===== src/rtl/eq_pkg.sv =====
// Shared defaults for the equalizer input framer and its sample buffer.
package eq_pkg;

    localparam int DEF_DATA_BITS         = 16;
    localparam int DEF_FRAME_LEN         = 64;
    localparam int DEF_FIFO_DEPTH        = 8;
    localparam int DEF_NUMBER_OF_FILTERS = 8;
    localparam int DEF_GAIN_BITS         = 2;

    localparam int CNT_BITS      = $clog2(DEF_FRAME_LEN);
    localparam int GAIN_VEC_BITS = DEF_NUMBER_OF_FILTERS * DEF_GAIN_BITS;

endpackage


===== src/rtl/eq_input_framer_sync_fifo.sv =====
// Single-clock sample FIFO with first-word fall-through head, occupancy level and async reset.
module sync_fifo #(
    parameter int DEPTH = 8,
    parameter int WIDTH = 16
) (
    input  logic                     clk,
    input  logic                     rst,
    input  logic                     push,
    input  logic                     pop,
    input  logic [WIDTH-1:0]         din,
    output logic [WIDTH-1:0]         dout,
    output logic                     full,
    output logic                     empty,
    output logic [$clog2(DEPTH):0]   level
);

    localparam int PTR_BITS = $clog2(DEPTH);
    localparam int LVL_BITS = PTR_BITS + 1;

    logic [WIDTH-1:0]    mem [DEPTH];
    logic [PTR_BITS-1:0] wr_ptr;
    logic [PTR_BITS-1:0] rd_ptr;
    logic                push_ok;
    logic                pop_ok;

    assign full    = (level == LVL_BITS'(DEPTH));
    assign empty   = (level == '0);
    assign push_ok = push && !full;
    assign pop_ok  = pop && !empty;
    assign dout    = mem[rd_ptr];

    always_ff @(posedge clk) begin
        if (push_ok)
            mem[wr_ptr] <= din;
    end

    // DEPTH is a power of two, so the pointers wrap on natural overflow.
    always_ff @(posedge clk or posedge rst) begin
        if (rst) begin
            wr_ptr <= '0;
            rd_ptr <= '0;
            level  <= '0;
        end else begin
            if (push_ok)
                wr_ptr <= wr_ptr + 1'b1;
            if (pop_ok)
                rd_ptr <= rd_ptr + 1'b1;
            case ({push_ok, pop_ok})
                2'b10:   level <= level + 1'b1;
                2'b01:   level <= level - 1'b1;
                default: level <= level;
            endcase
        end
    end

endmodule


===== src/rtl/eq_input_framer.sv =====
// Frames buffered audio samples for the 8-band equalizer: one sample per frame, boundary-aligned
// gain updates, and a clock enable that keeps the equalizer tap counter in step with frame_cnt.
module eq_input_framer
    import eq_pkg::*;
#(
    parameter int DATA_BITS         = DEF_DATA_BITS,
    parameter int FRAME_LEN         = DEF_FRAME_LEN,
    parameter int FIFO_DEPTH        = DEF_FIFO_DEPTH,
    parameter int NUMBER_OF_FILTERS = DEF_NUMBER_OF_FILTERS,
    parameter int GAIN_BITS         = DEF_GAIN_BITS
) (
    input  logic                                   clk,
    input  logic                                   rst,
    input  logic                                   run,
    input  logic                                   s_valid,
    output logic                                   s_ready,
    input  logic [DATA_BITS-1:0]                   s_data,
    input  logic [NUMBER_OF_FILTERS*GAIN_BITS-1:0] gains_in,
    input  logic                                   gains_wr,
    output logic                                   eq_enable,
    output logic [DATA_BITS-1:0]                   filter_in,
    output logic [NUMBER_OF_FILTERS*GAIN_BITS-1:0] amplifier_gains,
    output logic [$clog2(FRAME_LEN)-1:0]           frame_cnt,
    output logic                                   frame_start,
    output logic [$clog2(FIFO_DEPTH):0]            fifo_level,
    output logic                                   underrun,
    input  logic                                   underrun_clr
);

    localparam int CNT_W = $clog2(FRAME_LEN);
    localparam int GV_W  = NUMBER_OF_FILTERS * GAIN_BITS;
    localparam logic [CNT_W-1:0] LAST = CNT_W'(FRAME_LEN - 1);

    logic [GV_W-1:0]      pending_gains;
    logic [DATA_BITS-1:0] fifo_head;
    logic                 fifo_full;
    logic                 fifo_empty;
    logic                 boundary;

    assign boundary    = run && (frame_cnt == LAST);
    assign eq_enable   = run;
    assign frame_start = run && (frame_cnt == '0);
    assign s_ready     = !fifo_full;

    sync_fifo #(
        .DEPTH (FIFO_DEPTH),
        .WIDTH (DATA_BITS)
    ) u_fifo (
        .clk   (clk),
        .rst   (rst),
        .push  (s_valid),
        .pop   (boundary),
        .din   (s_data),
        .dout  (fifo_head),
        .full  (fifo_full),
        .empty (fifo_empty),
        .level (fifo_level)
    );

    always_ff @(posedge clk or posedge rst) begin
        if (rst) begin
            frame_cnt       <= '0;
            filter_in       <= '0;
            amplifier_gains <= '0;
            pending_gains   <= '0;
            underrun        <= 1'b0;
        end else begin
            if (run)
                frame_cnt <= (frame_cnt == LAST) ? '0 : frame_cnt + 1'b1;
            if (gains_wr)
                pending_gains <= gains_in;
            // A gain write on the boundary cycle bypasses the pending register.
            if (boundary) begin
                amplifier_gains <= gains_wr ? gains_in : pending_gains;
                filter_in       <= fifo_empty ? '0 : fifo_head;
            end
            if (boundary && fifo_empty)
                underrun <= 1'b1;
            else if (underrun_clr)
                underrun <= 1'b0;
        end
    end

endmodule


===== config.mk =====
export PLATFORM = sky130hd
export DESIGN_NAME = eq_input_framer
export DESIGN_NICKNAME = d
export VERILOG_FILES = /design/src/rtl/eq_pkg.sv /design/src/rtl/eq_input_framer_sync_fifo.sv /design/src/rtl/eq_input_framer.sv
export SDC_FILE = /design/constraint.sdc
export NUM_CORES = 1
export LEC_CHECK = 0
export CAP_MARGIN = 20
export CORE_ASPECT_RATIO = 0.7
export CORE_MARGIN = 3
export CORE_UTILIZATION = 30
export CTS_BUF_LIST = sky130_fd_sc_hd__clkbuf_2
export CTS_CLUSTER_DIAMETER = 40
export DETAILED_ROUTE_END_ITERATION = 6
export DONT_BUFFER_PORTS = 1
export PLACE_DENSITY = 0.51
export RECOVER_POWER = 50
export SYNTH_ARGS = -nofsm -noshare
export SYNTH_HDL_FRONTEND = slang
export SYNTH_SLANG_ARGS = --single-unit
export TNS_END_PERCENT = 1

===== constraint.sdc =====
create_clock -name clk -period 2.97 [get_ports clk]
set_input_delay 0 -clock clk [delete_from_list [all_inputs] [get_ports clk]]
set_output_delay 0 -clock clk [all_outputs]
set_load 0.05 [all_outputs]

=== Yosys cells after proc, flatten, opt, wreduce, memory -nomap -nowiden ===
Memories as Yosys holds them, arrays and structs flattened.
Index checks and enable logic that the tools add are counted.
W data, S select, Z words.

* Reduce and logical (&&, ||, !) cells: 11
* Add/sub/neg operators: 5
* Mux-type cells: 8
* Equality and inequality tests: 4

{| class="wikitable"
|+ Operators with widths
! kind !! number
|-
| $mux W16 || 2
|-
| $pmux W4 S2 || 1
|-
| $add A3 B1 Y3 const B || 2
|-
| $add A6 B1 Y6 const B || 1
|-
| $eq A6 B6 Y1 const B || 1
|-
| $logic_not A6 Y1 || 1
|-
| $mux W6 || 1
|-
| $logic_and A1 B1 Y1 || 5
|-
| $add A4 B1 Y4 const B || 1
|-
| $eq A4 B4 Y1 const B || 1
|-
| $logic_not A4 Y1 || 1
|-
| $mux W1 || 4
|-
| $reduce_bool A2 Y1 || 2
|-
| $sub A4 B1 Y4 const B || 1
|-
| $eq A2 B1 Y1 const B || 1
|-
| $eq A2 B2 Y1 const B || 1
|-
| $logic_not A1 Y1 || 2
|}

* Memories kept: 1
* Word-level logic and storage cells: 37
* Bits in writable memories: 128
* Input port bits: 38
* Output and inout bits: 46
* Register bits after elaboration: 65

{| class="wikitable"
|+ Memory list
! memory !! words !! bits a word !! rd ports !! clocked after Yosys merged registers in !! wr ports !! RTL line !! text
|-
| u_fifo.mem || 8 || 16 || 1 || 0 || 1 || eq_input_framer_sync_fifo.sv:20 || <nowiki>logic [WIDTH-1:0] mem [DEPTH];</nowiki>
|}

=== Logic depth before layout (Yosys ltp) ===
* Depth after elaboration: 5
* Mapped depth: 12
* Mapped depth without buffers: 12

=== By module ===
From an unflattened synthesis, not the netlist that was laid out.

* Cell total of the unflattened synthesis: 432
* Area, all modules: 7,905.1 um^2

{| class="wikitable"
|+ Modules (own cells, without submodules)
! module !! times used !! area each (um^2) !! cells each !! seq. area each (um^2)
|-
| sync_fifo || 1 || 5,559.1 || 254 || 4,093.9
|-
| eq_input_framer || 1 || 2,346.0 || 178 || 1,376.3
|}

=== Worst setup path after synthesis ===
OpenSTA, ideal clock, no wires.

* Path type: register to register
* From: register u_fifo.level[1]
* To: memory u_fifo.mem[0][0], enable pin
* Clock period less this slack: 3.080 ns
* Library setup time: 0.409 ns
* Stages on the path, launching flop included: 5
* Data required time: 2.561 ns
* Buffers on the path: 0
* Data arrival time: 2.671 ns
* Slack: -0.110 ns
* Path through: dfrtp_1 or4b_4 nand2_1 or2_2 nor3_1

* Word-level cells in the longest chain between the ends: 5

{| class="wikitable"
|+ RTL lines
! what !! RTL line !! text
|-
| start, declared || eq_input_framer_sync_fifo.sv:14 || <nowiki>output logic [$clog2(DEPTH):0] level</nowiki>
|-
| start signal, assigned || eq_input_framer_sync_fifo.sv:49 || <nowiki>2'b10: level <= level + 1'b1;</nowiki>
|-
| start signal, assigned || eq_input_framer_sync_fifo.sv:50 || <nowiki>2'b01: level <= level - 1'b1;</nowiki>
|-
| start signal, assigned || eq_input_framer_sync_fifo.sv:51 || <nowiki>default: level <= level;</nowiki>
|-
| $eq A4 B4 Y1 || eq_input_framer_sync_fifo.sv:26 || <nowiki>assign full = (level == LVL_BITS'(DEPTH));</nowiki>
|-
| $logic_not A1 Y1 || n/a ||
|-
| net s_ready || eq_input_framer.sv:16 || <nowiki>output logic s_ready,</nowiki>
|-
| $logic_and A1 B1 Y1 || eq_input_framer_sync_fifo.sv:28 || <nowiki>assign push_ok = push && !full;</nowiki>
|-
| $mux W1 || eq_input_framer_sync_fifo.sv:33 || <nowiki>if (push_ok)</nowiki>
|-
| $mux W1 (not written as such) || eq_input_framer_sync_fifo.sv:34 || <nowiki>mem[wr_ptr] <= din;</nowiki>
|-
| end, declared || eq_input_framer_sync_fifo.sv:20 ||
|}

The timed path passes the listed nets, and every way through them passes these cells.

=== Worst setup path after layout ===
* From: register u_fifo.level[2]
* To: register u_fifo.level[2]

* Word-level cells in the longest chain between the ends: 5
* Elaborated cells on any way between the ends: 12
* Classes of those cells: add/sub (2); eq/ne (3); mux (1); reduce/logical (6)

{| class="wikitable"
|+ RTL lines
! what !! RTL line !! text
|-
| $eq A4 B4 Y1 (*) || eq_input_framer_sync_fifo.sv:26 ||
|-
| $logic_not A1 Y1 (*) || n/a ||
|-
| net s_ready || eq_input_framer.sv:16 ||
|-
| $logic_and A1 B1 Y1 (*) || eq_input_framer_sync_fifo.sv:28 ||
|-
| $eq A2 B1 Y1 or $eq A2 B2 Y1 (tied branches) || eq_input_framer_sync_fifo.sv:48 || <nowiki>case ({push_ok, pop_ok})</nowiki>
|-
| $pmux W4 S2 or $reduce_bool A2 Y1 (tied branches) || n/a ||
|}

The timed path passes the listed nets; every way through them passes the cells marked *.
A chain may end at the register's enable or synchronous reset.

==> results.md <==
- The run finished with clean final reports.
- Setup repair after global routing left no endpoint under its margin.
- The share of total power dissipated in the clock network is 0.237.
- In this run the critical register-to-register path is captured at u_fifo.level[2].
- The number of maximum-capacitance constraint violations is 0.
- STA classifies the critical path startpoint as a flop.
- The die covers about 27000 µm².
- The cell area power density is 679 nW/µm².
- The fraction of registers with async set/reset is 0.337.
- The signal on the critical path passes through or4b_4 > nand2_1 > ha_1 > xor2_1 > ha_1 > a21oi_1 > xor2_1 > nor2_1 > xor2_1.
- The endpoint required time on the critical path is 3.64 ns.
- The depth of the worst register-to-register path is 9.
- The total setup buffers inserted after CTS is 0.
- The initial antenna violation count is 0.
- The shortest clock period the worst path allows after layout is roughly 2.5 ns.
- The die is 138 µm tall.
- The category of cells accounting for the largest share of critical-path delay is simple AND/OR/NAND/NOR gates.
- In this run the number of H-tree levels came out at 4.
- The sequential share of the synthesized area is 0.732.
- The congestion estimate from routability-driven global placement came to 0.729.
- The clock root buffer is clkbuf_2.
- Dividing the final minimum period by the clock period gives 0.838.
- The number of buffers inserted by port buffering is 0.
- Wires add up to 17000 µm.
- The count of final max-slew check failures is 0.
- The first routing iteration left between 200 and 250 violations.
- The portion of total power attributed to sequential cells is 0.564.
- The post-layout net count is 580.
- After detailed routing, the average wire length per cell comes to 19.7 µm.
- The number of synthesized flops with an enable pin is around 130.
- Each instance of the synthesized netlist takes up on average 17.3 µm².
- The clock passes through at most 2 buffers.
- Of the total power, the share spent switching nets is 0.306.
- The path class of the tightest hold or removal check is primary input to output port.
- The count of buffering cells on the critical path with inverters included is 0.
- The remaining global-route overflow is 0.
- The die width is 195 µm.
- Entering global routing, the biggest net connects 43 pins.
- The fill cell total of the finished layout is about 2200.
- The net switching power figure is about 1900 µW.
- The internal power of the cells totals 4250 µW.
- The leakage dissipation is 0.00327 µW.
- For this run, the detailed router's first-pass iteration total came to 5.
- Summing all multi-input logic gate instances after layout gives 1890 µm².
- After detailed routing, the number of remaining DRC violations is 0.
- In this run the most critical hold path is launched from run.
- The floorplan has 47 rows.
- The worst setup path is captured at a flop.
- The number of failing hold endpoints at the final stage is 0.
- The clock reaches the later pin of the worst-skew pair after around 0.74 ns.
- The core footprint is approximately 24000 µm².
- The synthesized netlist occupies a cell area of around 7500 µm².
- The biggest cell delay along the critical path is 0.68 ns.
- The worst hold path depth is 0.
- Across every metal layer, demand over resource in global routing totals 0.130.
- Clock tree synthesis inserted a total of 17 buffers.
- The fmax is 0.402 GHz.
- The number of different library cells used by synthesis comes to 36.
- The commonest cells after synthesis are edfxtp_1 (128), nand2_1 (71), dfrtp_1 (65).
- For this run, the leading register cell type out of synthesis is edfxtp_1.
- In this run the critical register-to-register path is launched from u_fifo.level[2].
- Setup violations remaining at the end of the flow were counted as 0.
- Across the routed clock network, the largest skew measured is 0.0463 ns.
- The share of the synthesized area in the top cell type is 0.514.
- The count of mapped cells out of synthesis is between 400 and 500.
- The I/O pin total is 84.
- Clock tree synthesis found a total of 193 sinks.
- Among all cell types in the netlist, the one instantiated most often is edfxtp_1.
- The capture endpoint of the worst hold path is eq_enable.
- The number of global-route vias before repair was 4319.
- The total number of vias is 4039.
- After clock tree synthesis, the clock-pin slew on the worst setup and hold paths is 0.28 ns.
- Across the VDD grid, the largest voltage drop is 295 µV.
- TritonCTS built the clock tree.
- The area growth from synthesis to layout is 20.7%.
- Dividing the detail-routed via count by the number of cells gives 4.66.
- Among all stages on the critical path, the largest delay is contributed by or4b_4.
- For this run, the number of Yosys warnings is 0.
- The worst max-slew margin expressed relative to the limit is 0.337.
- Registers take 5470 µm².
- The largest fanout on the critical path is 5.
- The number of nets with antenna violations after routing is 0.
- The first-pass GRT wire length is roughly 26000 µm.
- The dominant cell type by area after synthesis is edfxtp_1.
- The utilization after layout is 0.375.
- Data on the critical path arrives at its endpoint at ~3.2 ns.
- Synthesis produced a netlist with a net count of about 480.
- At the pin with the least slew margin, the transition time is 0.994 ns.
- The antenna cell count is 0.
- The critical path is of the flop to flop type.
- The critical path's most frequent cell is xor2_1.
- The sum of negative setup slack is 0 ns.
- The HPWL reported at the end of detailed placement is 11000 µm.
- Of the cells placed in the final design, the portion with a size suffix greater than 1 is 0.210.
- The initial core utilization is 0.311.
- In the post-synthesis netlist, the biggest area contributors are edfxtp_1 (51%), dfrtp_1 (22%), mux4_2 (9.6%).
- The setup slack of the most critical reg-to-reg path is 0.48 ns.
- The register bit total from synthesis is 193.
- The power share of the combinational group is 0.198.
[logic make-up after synthesis]
family,after synthesis,share of synthesized area
muxes,67,0.147
DFF,193,0.732
AOI/OAI and AO/OA,25,0.0176
adders and majority gates,7,0.0117
and+or+nand+nor,104,0.0623
xor gates and xnor gates,11,0.0129
buffers and inverters,25,0.0166
[through the flow]
step	setup slack, ns	power (µW)	instance area (µm²)	instances	hold WS (ns)
detailed placement	0.536	4650	8030	762	0.000732
global route	0.290	6450	9020	866	0.0000750
floorplan	0.195	4250	7480	432	0.0989
global placement	0.530	4600	8030	762	0.000731
CTS	0.494	6230	9050	866	0.000622
finish	0.480	6130	9020	866	0.0000186
[placed cells by master (no fill, tap or decap), types with 3 or more instances in the layout]
cell type and instances:
edfxtp_1 128, nand2_1 71, dlygate4sd3_1 71, dfrtp_1 64
mux4_2 32, buf_4 24, o21ai_0 19, clkbuf_2 19
mux2_2 18, mux2i_1 16, nor2_1 8, ha_1 7
clkbuf_1 7, nand3_1 6, xnor2_1 6, xor2_1 5
inv_1 4, bufinv_16 4, a21oi_1 3, clkinvlp_4 3
[power groups by stage]
| stage | clock, µW | combinational (µW) | sequential [µW] |
|---|---|---|---|
| after detailed placement | 0 | 1130 | 3520 |
| after CTS | 1510 | 1260 | 3460 |
| after floorplan | 0 | 527 | 3730 |
| after global routing | 1630 | 1320 | 3490 |
| after global placement | 0 | 1100 | 3500 |
| final | 1450 | 1220 | 3460 |
[worst reg2reg max path, stage by stage (launching register included)]
cell and delay [ns]:
dfrtp_1 0.47, or4b_4 0.68, nand2_1 0.21, ha_1 0.28, xor2_1 0.10, ha_1 0.18, a21oi_1 0.14, xor2_1 0.16
nor2_1 0.07, xor2_1 0.14
[flip-flops by register name (all words and copies together) (netlist names)]
name / cells
u_fifo.wr_ptr: 3
amplifier_gains: 16
u_fifo.level: 4
filter_in: 16
u_fifo.rd_ptr: 3
u_fifo.mem: 128
pending_gains: 16
frame_cnt: 6
underrun: 1
[how the worst max path moves through the flow]
| stage | startpoint | endpoint | cells past startpoint |
|---|---|---|---|
| after floorplan | u_fifo.level[1] | u_fifo.mem[1][0] | 3 |
| after global placement | u_fifo.level[2] | u_fifo.level[2] | 9 |
| after detailed placement | u_fifo.level[2] | u_fifo.level[2] | 9 |
| after CTS | u_fifo.level[2] | u_fifo.level[2] | 9 |
| after global routing | frame_cnt[3] | frame_start | 3 |
| final | u_fifo.level[2] | u_fifo.level[2] | 9 |
[layer usage]
metal | up-vias | GRT usage | share of wire
li1 | 1829 | - | -
met1 | 2121 | 0.179 | 0.47
met2 | 80 | 0.205 | 0.48
met3 | 9 | 0.0399 | 0.044
met4 | 0 | 0.0283 | 0.0075
met5 | - | 0 | 0
[layout make-up]
type,count,share of cell area
Multi-Input combinational cell,214,0.209
Sequential cell,193,0.606
Clock buffer,19,0.0105
Inverter,5,0.00208
Tap cell,318,0.0441
Clock inverter,13,0.0205
Timing Repair Buffer,104,0.107
[timing repair]
action | in CTS | in global routing
resized for setup | 0 | 0
hold buffers | 72 | 0
hold endpoints to repair | 348 | 0
Note: power is estimated with default switching activity, not from simulation.
